### src/rtl/riscv_mc_pkg.sv
// riscv_mc_pkg: state, instruction-class and datapath-select encodings for the multi-cycle RV32I control
package riscv_mc_pkg;
    typedef enum logic [2:0] {S_FETCH, S_DECODE, S_EXECUTE, S_MEM, S_WRITEBACK, S_ERROR} state_t;
    typedef enum logic [3:0] {C_R, C_I, C_LUI, C_LOAD, C_STORE, C_BRANCH, C_JAL, C_JALR, C_ILL} iclass_t;
    localparam logic [6:0] OP_R      = 7'b0110011;
    localparam logic [6:0] OP_I      = 7'b0010011;
    localparam logic [6:0] OP_LUI    = 7'b0110111;
    localparam logic [6:0] OP_LOAD   = 7'b0000011;
    localparam logic [6:0] OP_STORE  = 7'b0100011;
    localparam logic [6:0] OP_BRANCH = 7'b1100011;
    localparam logic [6:0] OP_JAL    = 7'b1101111;
    localparam logic [6:0] OP_JALR   = 7'b1100111;
    localparam logic [2:0] F3_BEQ = 3'b000;
    localparam logic [2:0] F3_BNE = 3'b001;
    localparam logic [1:0] PC_ALU = 2'b00, PC_ALUOUT = 2'b01, PC_JALR = 2'b10;
    localparam logic [1:0] A_PC = 2'b00, A_OLDPC = 2'b01, A_RS1 = 2'b10, A_ZERO = 2'b11;
    localparam logic [1:0] B_RS2 = 2'b00, B_FOUR = 2'b01, B_IMM = 2'b10;
    localparam logic [1:0] WB_ALUOUT = 2'b00, WB_MEM = 2'b01, WB_PC = 2'b10;
    localparam logic [2:0] ALU_ADD = 3'd0, ALU_SUB = 3'd1, ALU_R = 3'd2, ALU_I = 3'd3, ALU_LUI = 3'd4;
    localparam logic [1:0] ERR_NONE = 2'b00, ERR_TIMEOUT = 2'b01, ERR_ILLEGAL = 2'b10;
endpackage

### src/rtl/riscv_mc_if.sv
// riscv_mc_if: signal bundle between the control FSM and the datapath/unified memory
interface riscv_mc_if #(parameter int INSTRET_W = 32);
    logic [6:0] op_i;
    logic [2:0] funct3_i;
    logic zero_i, mem_ready_i;
    logic mem_req_o, mem_we_o, iord_o, ir_write_o, pc_write_o, reg_write_o, instr_done_o, err_o;
    logic [1:0] pc_src_o, alu_src_a_o, alu_src_b_o, wb_sel_o, err_code_o;
    logic [2:0] alu_op_o;
    logic [INSTRET_W-1:0] instret_o;
    modport master (
        input op_i, funct3_i, zero_i, mem_ready_i,
        output mem_req_o, mem_we_o, iord_o, ir_write_o, pc_write_o, pc_src_o, alu_src_a_o,
        alu_src_b_o, alu_op_o, reg_write_o, wb_sel_o, instr_done_o, instret_o, err_o, err_code_o
    );
    modport slave (
        output op_i, funct3_i, zero_i, mem_ready_i,
        input mem_req_o, mem_we_o, iord_o, ir_write_o, pc_write_o, pc_src_o, alu_src_a_o,
        alu_src_b_o, alu_op_o, reg_write_o, wb_sel_o, instr_done_o, instret_o, err_o, err_code_o
    );
endinterface

### src/rtl/riscv_mc_decode.sv
// riscv_mc_decode: maps the opcode field to an instruction class and a legal flag
module riscv_mc_decode
    import riscv_mc_pkg::*;
(
    input  logic [6:0] op,
    output iclass_t    cls,
    output logic       legal
);
    assign cls = (op == OP_R)      ? C_R      :
                 (op == OP_I)      ? C_I      :
                 (op == OP_LUI)    ? C_LUI    :
                 (op == OP_LOAD)   ? C_LOAD   :
                 (op == OP_STORE)  ? C_STORE  :
                 (op == OP_BRANCH) ? C_BRANCH :
                 (op == OP_JAL)    ? C_JAL    :
                 (op == OP_JALR)   ? C_JALR   : C_ILL;
    assign legal = (cls != C_ILL);
endmodule

### src/rtl/riscv_multi_cycle_control.sv
// riscv_multi_cycle_control: multi-cycle RV32I control FSM, memory watchdog, retire counter; ILLEGAL_TRAP_EN traps unknown opcodes
module riscv_multi_cycle_control
    import riscv_mc_pkg::*;
#(
    parameter int MEM_TIMEOUT = 16,
    parameter int INSTRET_W   = 32
) (
    input logic        clk,
    input logic        reset,
    riscv_mc_if.master bus
);
    localparam int CW = (MEM_TIMEOUT > 1) ? $clog2(MEM_TIMEOUT + 1) : 1;
    state_t st, nxt;
    iclass_t cls;
    logic legal, in_req, timeout, taken;
    logic req, we, irw, pcw, rw, done;
    logic [CW-1:0] wait_cnt;
    logic [INSTRET_W-1:0] instret;
    logic [1:0] err_code, err_nxt;

    riscv_mc_decode u_dec (.op(bus.op_i), .cls(cls), .legal(legal));

    assign in_req  = (st == S_FETCH) || (st == S_MEM);
    assign timeout = (MEM_TIMEOUT > 0) && in_req && !bus.mem_ready_i &&
                     (32'(wait_cnt) + 32'd1 == 32'(MEM_TIMEOUT));
    assign taken   = ((bus.funct3_i == F3_BEQ) && bus.zero_i) || ((bus.funct3_i == F3_BNE) && !bus.zero_i);

    // next state and Moore outputs, with handshake strobes qualified by mem_ready_i
    always_comb begin
        nxt = st;
        err_nxt = err_code;
        req = 1'b0;
        we = 1'b0;
        irw = 1'b0;
        pcw = 1'b0;
        rw = 1'b0;
        done = 1'b0;
        bus.iord_o = 1'b0;
        bus.pc_src_o = PC_ALU;
        bus.alu_src_a_o = A_PC;
        bus.alu_src_b_o = B_FOUR;
        bus.alu_op_o = ALU_ADD;
        bus.wb_sel_o = WB_ALUOUT;
        case (st)
            S_FETCH: begin
                req = 1'b1;
                irw = bus.mem_ready_i;
                pcw = bus.mem_ready_i;
                nxt = bus.mem_ready_i ? S_DECODE : (timeout ? S_ERROR : S_FETCH);
                err_nxt = timeout ? ERR_TIMEOUT : err_code;
            end
            S_DECODE: begin
                bus.alu_src_a_o = A_OLDPC;
                bus.alu_src_b_o = B_IMM;
`ifdef ILLEGAL_TRAP_EN
                nxt = legal ? S_EXECUTE : S_ERROR;
                err_nxt = legal ? err_code : ERR_ILLEGAL;
`else
                done = !legal;
                nxt = legal ? S_EXECUTE : S_FETCH;
`endif
            end
            S_EXECUTE: begin
                bus.alu_src_a_o = (cls == C_LUI) ? A_ZERO : A_RS1;
                bus.alu_src_b_o = (cls == C_R || cls == C_BRANCH) ? B_RS2 : B_IMM;
                bus.alu_op_o = (cls == C_R) ? ALU_R : (cls == C_I) ? ALU_I : (cls == C_LUI) ? ALU_LUI :
                               (cls == C_BRANCH) ? ALU_SUB : ALU_ADD;
                bus.pc_src_o = PC_ALUOUT;
                bus.wb_sel_o = (cls == C_JAL) ? WB_PC : WB_ALUOUT;
                pcw = ((cls == C_BRANCH) && taken) || (cls == C_JAL);
                rw = (cls == C_JAL);
                done = (cls == C_BRANCH) || (cls == C_JAL);
                nxt = done ? S_FETCH : (cls == C_LOAD || cls == C_STORE) ? S_MEM : S_WRITEBACK;
            end
            S_MEM: begin
                req = 1'b1;
                we = (cls == C_STORE);
                bus.iord_o = 1'b1;
                done = bus.mem_ready_i && (cls == C_STORE);
                nxt = bus.mem_ready_i ? ((cls == C_STORE) ? S_FETCH : S_WRITEBACK) : (timeout ? S_ERROR : S_MEM);
                err_nxt = timeout ? ERR_TIMEOUT : err_code;
            end
            S_WRITEBACK: begin
                rw = 1'b1;
                done = 1'b1;
                pcw = (cls == C_JALR);
                bus.pc_src_o = PC_JALR;
                bus.wb_sel_o = (cls == C_LOAD) ? WB_MEM : (cls == C_JALR) ? WB_PC : WB_ALUOUT;
                nxt = S_FETCH;
            end
            S_ERROR: nxt = S_ERROR;
            default: nxt = S_FETCH;
        endcase
    end

    // state, sticky error code, memory wait counter and retire counter
    always_ff @(posedge clk) begin
        if (reset) begin
            st <= S_FETCH;
            err_code <= ERR_NONE;
            wait_cnt <= '0;
            instret <= '0;
        end else begin
            st <= nxt;
            err_code <= err_nxt;
            wait_cnt <= (in_req && !bus.mem_ready_i && !timeout) ? wait_cnt + CW'(1) : '0;
            instret <= instret + INSTRET_W'(done);
        end
    end

    assign bus.mem_req_o    = req && !reset;
    assign bus.mem_we_o     = we && !reset;
    assign bus.ir_write_o   = irw && !reset;
    assign bus.pc_write_o   = pcw && !reset;
    assign bus.reg_write_o  = rw && !reset;
    assign bus.instr_done_o = done && !reset;
    assign bus.instret_o    = instret;
    assign bus.err_o        = (err_code != ERR_NONE);
    assign bus.err_code_o   = err_code;
endmodule
### src/flat_wrapper.sv
// flat-port wrapper written by rule: the top's interface ports become plain ports
module riscv_multi_cycle_control_flat import riscv_mc_pkg::*;
#(
    parameter int MEM_TIMEOUT = 16,
    parameter int INSTRET_W   = 32
)
  (clk, reset, bus_op_i, bus_funct3_i, bus_zero_i, bus_mem_ready_i, bus_mem_req_o, bus_mem_we_o, bus_iord_o, bus_ir_write_o, bus_pc_write_o, bus_pc_src_o, bus_alu_src_a_o, bus_alu_src_b_o, bus_alu_op_o, bus_reg_write_o, bus_wb_sel_o, bus_instr_done_o, bus_instret_o, bus_err_o, bus_err_code_o);
  riscv_mc_if #(.INSTRET_W(INSTRET_W)) bus_i ();
  input logic clk;
  input logic reset;
  input wire logic [$bits(bus_i.op_i)-1:0] bus_op_i;
  input wire logic [$bits(bus_i.funct3_i)-1:0] bus_funct3_i;
  input wire logic [$bits(bus_i.zero_i)-1:0] bus_zero_i;
  input wire logic [$bits(bus_i.mem_ready_i)-1:0] bus_mem_ready_i;
  output wire logic [$bits(bus_i.mem_req_o)-1:0] bus_mem_req_o;
  output wire logic [$bits(bus_i.mem_we_o)-1:0] bus_mem_we_o;
  output wire logic [$bits(bus_i.iord_o)-1:0] bus_iord_o;
  output wire logic [$bits(bus_i.ir_write_o)-1:0] bus_ir_write_o;
  output wire logic [$bits(bus_i.pc_write_o)-1:0] bus_pc_write_o;
  output wire logic [$bits(bus_i.pc_src_o)-1:0] bus_pc_src_o;
  output wire logic [$bits(bus_i.alu_src_a_o)-1:0] bus_alu_src_a_o;
  output wire logic [$bits(bus_i.alu_src_b_o)-1:0] bus_alu_src_b_o;
  output wire logic [$bits(bus_i.alu_op_o)-1:0] bus_alu_op_o;
  output wire logic [$bits(bus_i.reg_write_o)-1:0] bus_reg_write_o;
  output wire logic [$bits(bus_i.wb_sel_o)-1:0] bus_wb_sel_o;
  output wire logic [$bits(bus_i.instr_done_o)-1:0] bus_instr_done_o;
  output wire logic [$bits(bus_i.instret_o)-1:0] bus_instret_o;
  output wire logic [$bits(bus_i.err_o)-1:0] bus_err_o;
  output wire logic [$bits(bus_i.err_code_o)-1:0] bus_err_code_o;
  assign bus_i.op_i = bus_op_i;
  assign bus_i.funct3_i = bus_funct3_i;
  assign bus_i.zero_i = bus_zero_i;
  assign bus_i.mem_ready_i = bus_mem_ready_i;
  assign bus_mem_req_o = bus_i.mem_req_o;
  assign bus_mem_we_o = bus_i.mem_we_o;
  assign bus_iord_o = bus_i.iord_o;
  assign bus_ir_write_o = bus_i.ir_write_o;
  assign bus_pc_write_o = bus_i.pc_write_o;
  assign bus_pc_src_o = bus_i.pc_src_o;
  assign bus_alu_src_a_o = bus_i.alu_src_a_o;
  assign bus_alu_src_b_o = bus_i.alu_src_b_o;
  assign bus_alu_op_o = bus_i.alu_op_o;
  assign bus_reg_write_o = bus_i.reg_write_o;
  assign bus_wb_sel_o = bus_i.wb_sel_o;
  assign bus_instr_done_o = bus_i.instr_done_o;
  assign bus_instret_o = bus_i.instret_o;
  assign bus_err_o = bus_i.err_o;
  assign bus_err_code_o = bus_i.err_code_o;
  riscv_multi_cycle_control #(.MEM_TIMEOUT(MEM_TIMEOUT), .INSTRET_W(INSTRET_W)) u_core (.clk(clk), .reset(reset), .bus(bus_i));
endmodule
### config.mk
export PLATFORM = sky130hd
export DESIGN_NAME = riscv_multi_cycle_control_flat
export DESIGN_NICKNAME = d
export VERILOG_FILES = /design/src/rtl/riscv_mc_pkg.sv /design/src/rtl/riscv_mc_if.sv /design/src/rtl/riscv_mc_decode.sv /design/src/rtl/riscv_multi_cycle_control.sv /design/src/flat_wrapper.sv
export SDC_FILE = /design/constraint.sdc
export NUM_CORES = 1
export LEC_CHECK = 0
export ABC_AREA = 1
export CORE_MARGIN = 2
export CORE_UTILIZATION = 49
export DETAILED_ROUTE_END_ITERATION = 16
export PLACE_DENSITY_LB_ADDON = 0.08
export SLEW_MARGIN = 20
export SYNTH_ARGS = -nofsm -noshare
export SYNTH_HDL_FRONTEND = slang
export SYNTH_SLANG_ARGS = --single-unit
### constraint.sdc
create_clock -name clk -period 3.2 [get_ports clk]
set_input_delay 0.64 -clock clk [delete_from_list [all_inputs] [get_ports clk]]
set_output_delay 0.64 -clock clk [all_outputs]
set_load 0.05 [all_outputs]
==> summary.md <==
| Metric | Value |
|---|---|
| Area share of xor/xnor cells in the synthesized design | `2.695%` |
| Post-Synth Simple-Gate Area | `45.19%` |
| Kind of capture point of the worst setup path | `primary output` |
| Final net count | `519` |
| Worst Path Required | `2.56 ns` |
| Post-Route Skew | `0.01326 ns` |
| Initial core utilization | `50.91%` |
| Post-layout min period | `3.047 ns` |
| Share of the synthesized area in the top cell type | `31.57%` |
| Portion of the clock cycle consumed by the worst path in the final layout | `95.22%` |
| Average cell area after synthesis | `6.190 µm²` |
| Cells on worst reg2reg path | `15` |
| Met3 routed WL | `495 µm` |
| Leading post-synthesis cells by cell area | `sky130_fd_sc_hd__dfxtp_1 32%, sky130_fd_sc_hd__nand2_1 15%, sky130_fd_sc_hd__nor2_1 9.8%` |
| Aggregate routed wire length | `7.044 mm` |
| Fraction of synthesized area in multiplexers | `0%` |
| Per-cell via count in the routed design | `5.156` |
| Crit path launch type | `input port` |
| Critical path's most frequent cell | `sky130_fd_sc_hd__buf_4` |
| Global router's overall resource usage | `24.13%` |
| Post-synthesis instance total | `420` |
| Count of nets left with antenna violations after detail routing | `0` |
| Worst hold-check path type | `flop to flop` |
| Router iterations before antenna repair | `5` |
| Maximum operating frequency | `0.3282 GHz` |
| Register-to-Register Setup Slack | `0.66 ns` |
| Top_reg_cell synth | `sky130_fd_sc_hd__dfxtp_1` |
| Synthesized net count | `438` |
| Maximum level of the CTS H-tree | `2` |
| Area overhead of the layout relative to synthesis | `41.92%` |
| Worst setup path category | `input port to primary output` |
| Storage cell area | `820.8 µm²` |
| Cell with the most instances after synthesis | `sky130_fd_sc_hd__nand2_1` |
| Post-synthesis cell type with the largest combined area | `sky130_fd_sc_hd__dfxtp_1` |
| Clock tree from TritonCTS | `yes` |
| I/O pin count | `67` |
| Port Buf Inserts | `65` |
| Result of the run | `completed` |
| Clock Path Buffers | `2` |
| Iteration-0 DRC Markers | `221` |
| Filler cell count in the final layout | `435` |
| Share of final-layout standard cells stronger than drive strength 1 | `12.55%` |
| Cells along the critical path | `clkdlybuf4s50_1 > nor2_1 > nand2_1 > buf_4 > nor2_1 > buf_4 > nor3_1 > o21ai_0 > nor3_1 > buf_4 > buf_12` |
| Horiz. Die Dim | `76.85 µm` |
| EDFF count, synth | `0` |
| Row count | `26` |
| Worst-case hold slack | `0.4634 ns` |
| Final Setup Violations | `0` |
| Final estimated routing congestion in global placement | `0.9599` |
| Unique cell type count in the Yosys netlist | `31` |
| Slowest cell on the critical path | `sky130_fd_sc_hd__clkdlybuf4s50_1` |
| Met2 wire length | `3.012 mm` |
| Register area share after synthesis | `31.57%` |
| Commonest cells post-synth | `102 x sky130_fd_sc_hd__nand2_1, 68 x sky130_fd_sc_hd__nor2_1, 55 x sky130_fd_sc_hd__inv_1, 41 x sky130_fd_sc_hd__dfxtp_1, 28 x sky130_fd_sc_hd__a21oi_1` |
| Average wire length per cell after detail routing | `12.31 µm` |
| Worst min-delay path startpoint | `u_core.bus.err_code_o[0]` |
| Total congestion overflow | `0` |
| Master cell of the clock root buffer | `sky130_fd_sc_hd__clkbuf_8` |
| FF-to-FF End | `u_core.bus.instret_o[20]` |
| Worst Hold Path EP | `u_core.bus.err_code_o[0]` |
| Pin count of the biggest net entering global routing | `28` |
| Power consumption | `1.149 mW` |
| DRC violations left | `0` |
| Sum of negative setup slack | `0 ns` |
| Core outline area | `5107 µm²` |
| Pins over their slew limit | `0` |
| Die outline area | `5905 µm²` |
| Final design utilization | `72.24%` |
| Area of the multi-input gates | `1525 µm²` |
| Antenna fix cells | `0` |
| Die Y-Extent | `76.85 µm` |
| Warnings from Yosys | `0` |
| Share of the synthesized area in compound gates (AO/OA/AOI/OAI) | `7.940%` |
| Synthesized-area fraction occupied by adder cells | `1.925%` |
| Count of clock tree sinks | `41` |
| Maximum fanout count along the critical path | `4` |
| Count of max-cap constraint violations | `0` |
| Number of synthesized register bits | `41` |
| Leak pwr | `1.462 nW` |
| Areal power density over the cells | `311.5 nW/µm²` |
| Cell area after synthesis | `2600 µm²` |
| Post-place setup slack | `-0.09412 ns` |
| Worst Tran Pin Value | `0.5219 ns` |
| Clock slew at the register clock pins of the worst setup and hold paths | `0.08 ns` |
| CTS buffer count | `5` |
| Post-synth ARST share | `0%` |
| Vias in the first global route | `2,667` |
| Top layer in use | `met4` |
| Placed wire-length estimate | `5.510 mm` |
| Global-route wire length before repair | `11.81 mm` |
| Dominant combinational cell family by area after synthesis | `simple AND/OR/NAND/NOR gates` |
| Total via count after detailed routing | `2,949` |
| Critical path launch point | `bus_op_i[2]` |
| Final hold vios | `0` |
| Unrepaired setup endpoints after global routing | `true` |
| Maximum resistive drop on vdd | `168.4 µV` |
| Min setup slack post-route | `0.1531 ns` |
| Relative max-transition margin | `64.89%` |
| Startpoint of the lowest-slack register-to-register path | `u_core.st[0]` |
| Cell depth of the worst min-delay path | `2` |
| Met1 Routed Length | `3.417 mm` |
| Number of antenna violations at the first check in global routing | `0` |
| Worst-Skew Late Latency | `0.30 ns` |
| Data arrival, critical path | `2.41 ns` |
| CP max stage delay | `0.50 ns` |
flip-flops by register name (all words and copies together), names as in the netlist:
register               cells
u_core.bus.instret_o      32
u_core.wait_cnt            5
u_core.st                  3
u_core.bus.err_code_o      1
per-stage QoR:
stage                     cells  area [µm²]
after floorplan             420        2600
after global placement      564        3530
after detailed placement    564        3530
after CTS                   572        3667
after global routing        572        3690
final                       572        3690
cells by family after synthesis:
family | Yosys count
compound gates | 41
xor+xnor | 8
fa+ha+maj | 4
buf+inv | 70
flops | 41
other cells | 1
simple gates | 255
cells in the final DEF (no fill, tap or decap), types with 2 or more instances in the layout:
cell / count
sky130_fd_sc_hd__a21oi_1: 28
sky130_fd_sc_hd__o21ai_0: 9
sky130_fd_sc_hd__dfxtp_1: 41
sky130_fd_sc_hd__clkinv_1: 2
sky130_fd_sc_hd__nand3_2: 2
sky130_fd_sc_hd__nor2_1: 65
sky130_fd_sc_hd__or2_0: 5
sky130_fd_sc_hd__clkdlybuf4s50_1: 51
sky130_fd_sc_hd__ha_1: 4
sky130_fd_sc_hd__xor2_1: 4
sky130_fd_sc_hd__nand2_2: 2
sky130_fd_sc_hd__nor4_1: 3
sky130_fd_sc_hd__nand3b_1: 3
sky130_fd_sc_hd__inv_1: 55
sky130_fd_sc_hd__xnor2_1: 4
sky130_fd_sc_hd__buf_4: 19
sky130_fd_sc_hd__nand3_1: 25
sky130_fd_sc_hd__or2_2: 2
sky130_fd_sc_hd__nor2_2: 4
sky130_fd_sc_hd__nand2_1: 102
sky130_fd_sc_hd__nor3_2: 2
sky130_fd_sc_hd__bufinv_16: 2
sky130_fd_sc_hd__nor3_1: 18
sky130_fd_sc_hd__nor2_4: 5
sky130_fd_sc_hd__nand4_1: 13
sky130_fd_sc_hd__buf_12: 11
sky130_fd_sc_hd__o21ai_1: 3
sky130_fd_sc_hd__inv_2: 5
sky130_fd_sc_hd__clkbuf_8: 5
worst max-delay path, delay by kind of cell:
kind | cells | cell delay (ns)
buffers and inverters | 5 | 1.04
and+or+nand+nor | 5 | 0.60
AOI/OAI and AO/OA | 1 | 0.13
power by group:
group | internal, mW | switching (mW) | leakage, nW
clock | 0.314 | 0.193 | 0.0687
sequential | 0.514 | 0.00392 | 0.331
combinational | 0.0503 | 0.0741 | 1.06
worst max path at each step:
stage / end / slack, ns
after global routing: u_core.bus.instret_o[16] / -0.007
final: bus_alu_op_o[2] / 0.15
after detailed placement: u_core.bus.instret_o[16] / -0.09
after global placement: u_core.bus.instret_o[20] / 0.04
after CTS: bus_alu_op_o[2] / 0.13
after floorplan: u_core.bus.instret_o[16] / 0.20
per-layer routing:
metal  vias up  track usage [%]
met3        20            4.471
li1       1497                -
met4         0            7.091
met2       116            37.11
met5         -                0
met1      1316            34.31
area by class of cell:
type | instances | area share (%)
tap | 70 | 2.374
multi-input combinational | 309 | 41.34
clock inverter | 3 | 1.865
sequential | 41 | 22.24
timing repair buffer | 82 | 24.01
inverter | 62 | 6.307
clock buffer | 5 | 1.865
what timing repair did:
item	CTS	global route
hold buffers	0	0
gates resized for setup	0	7
endpoints found under the setup margin	0	11
setup buffers	0	0
(Power assumes the default switching activity.)
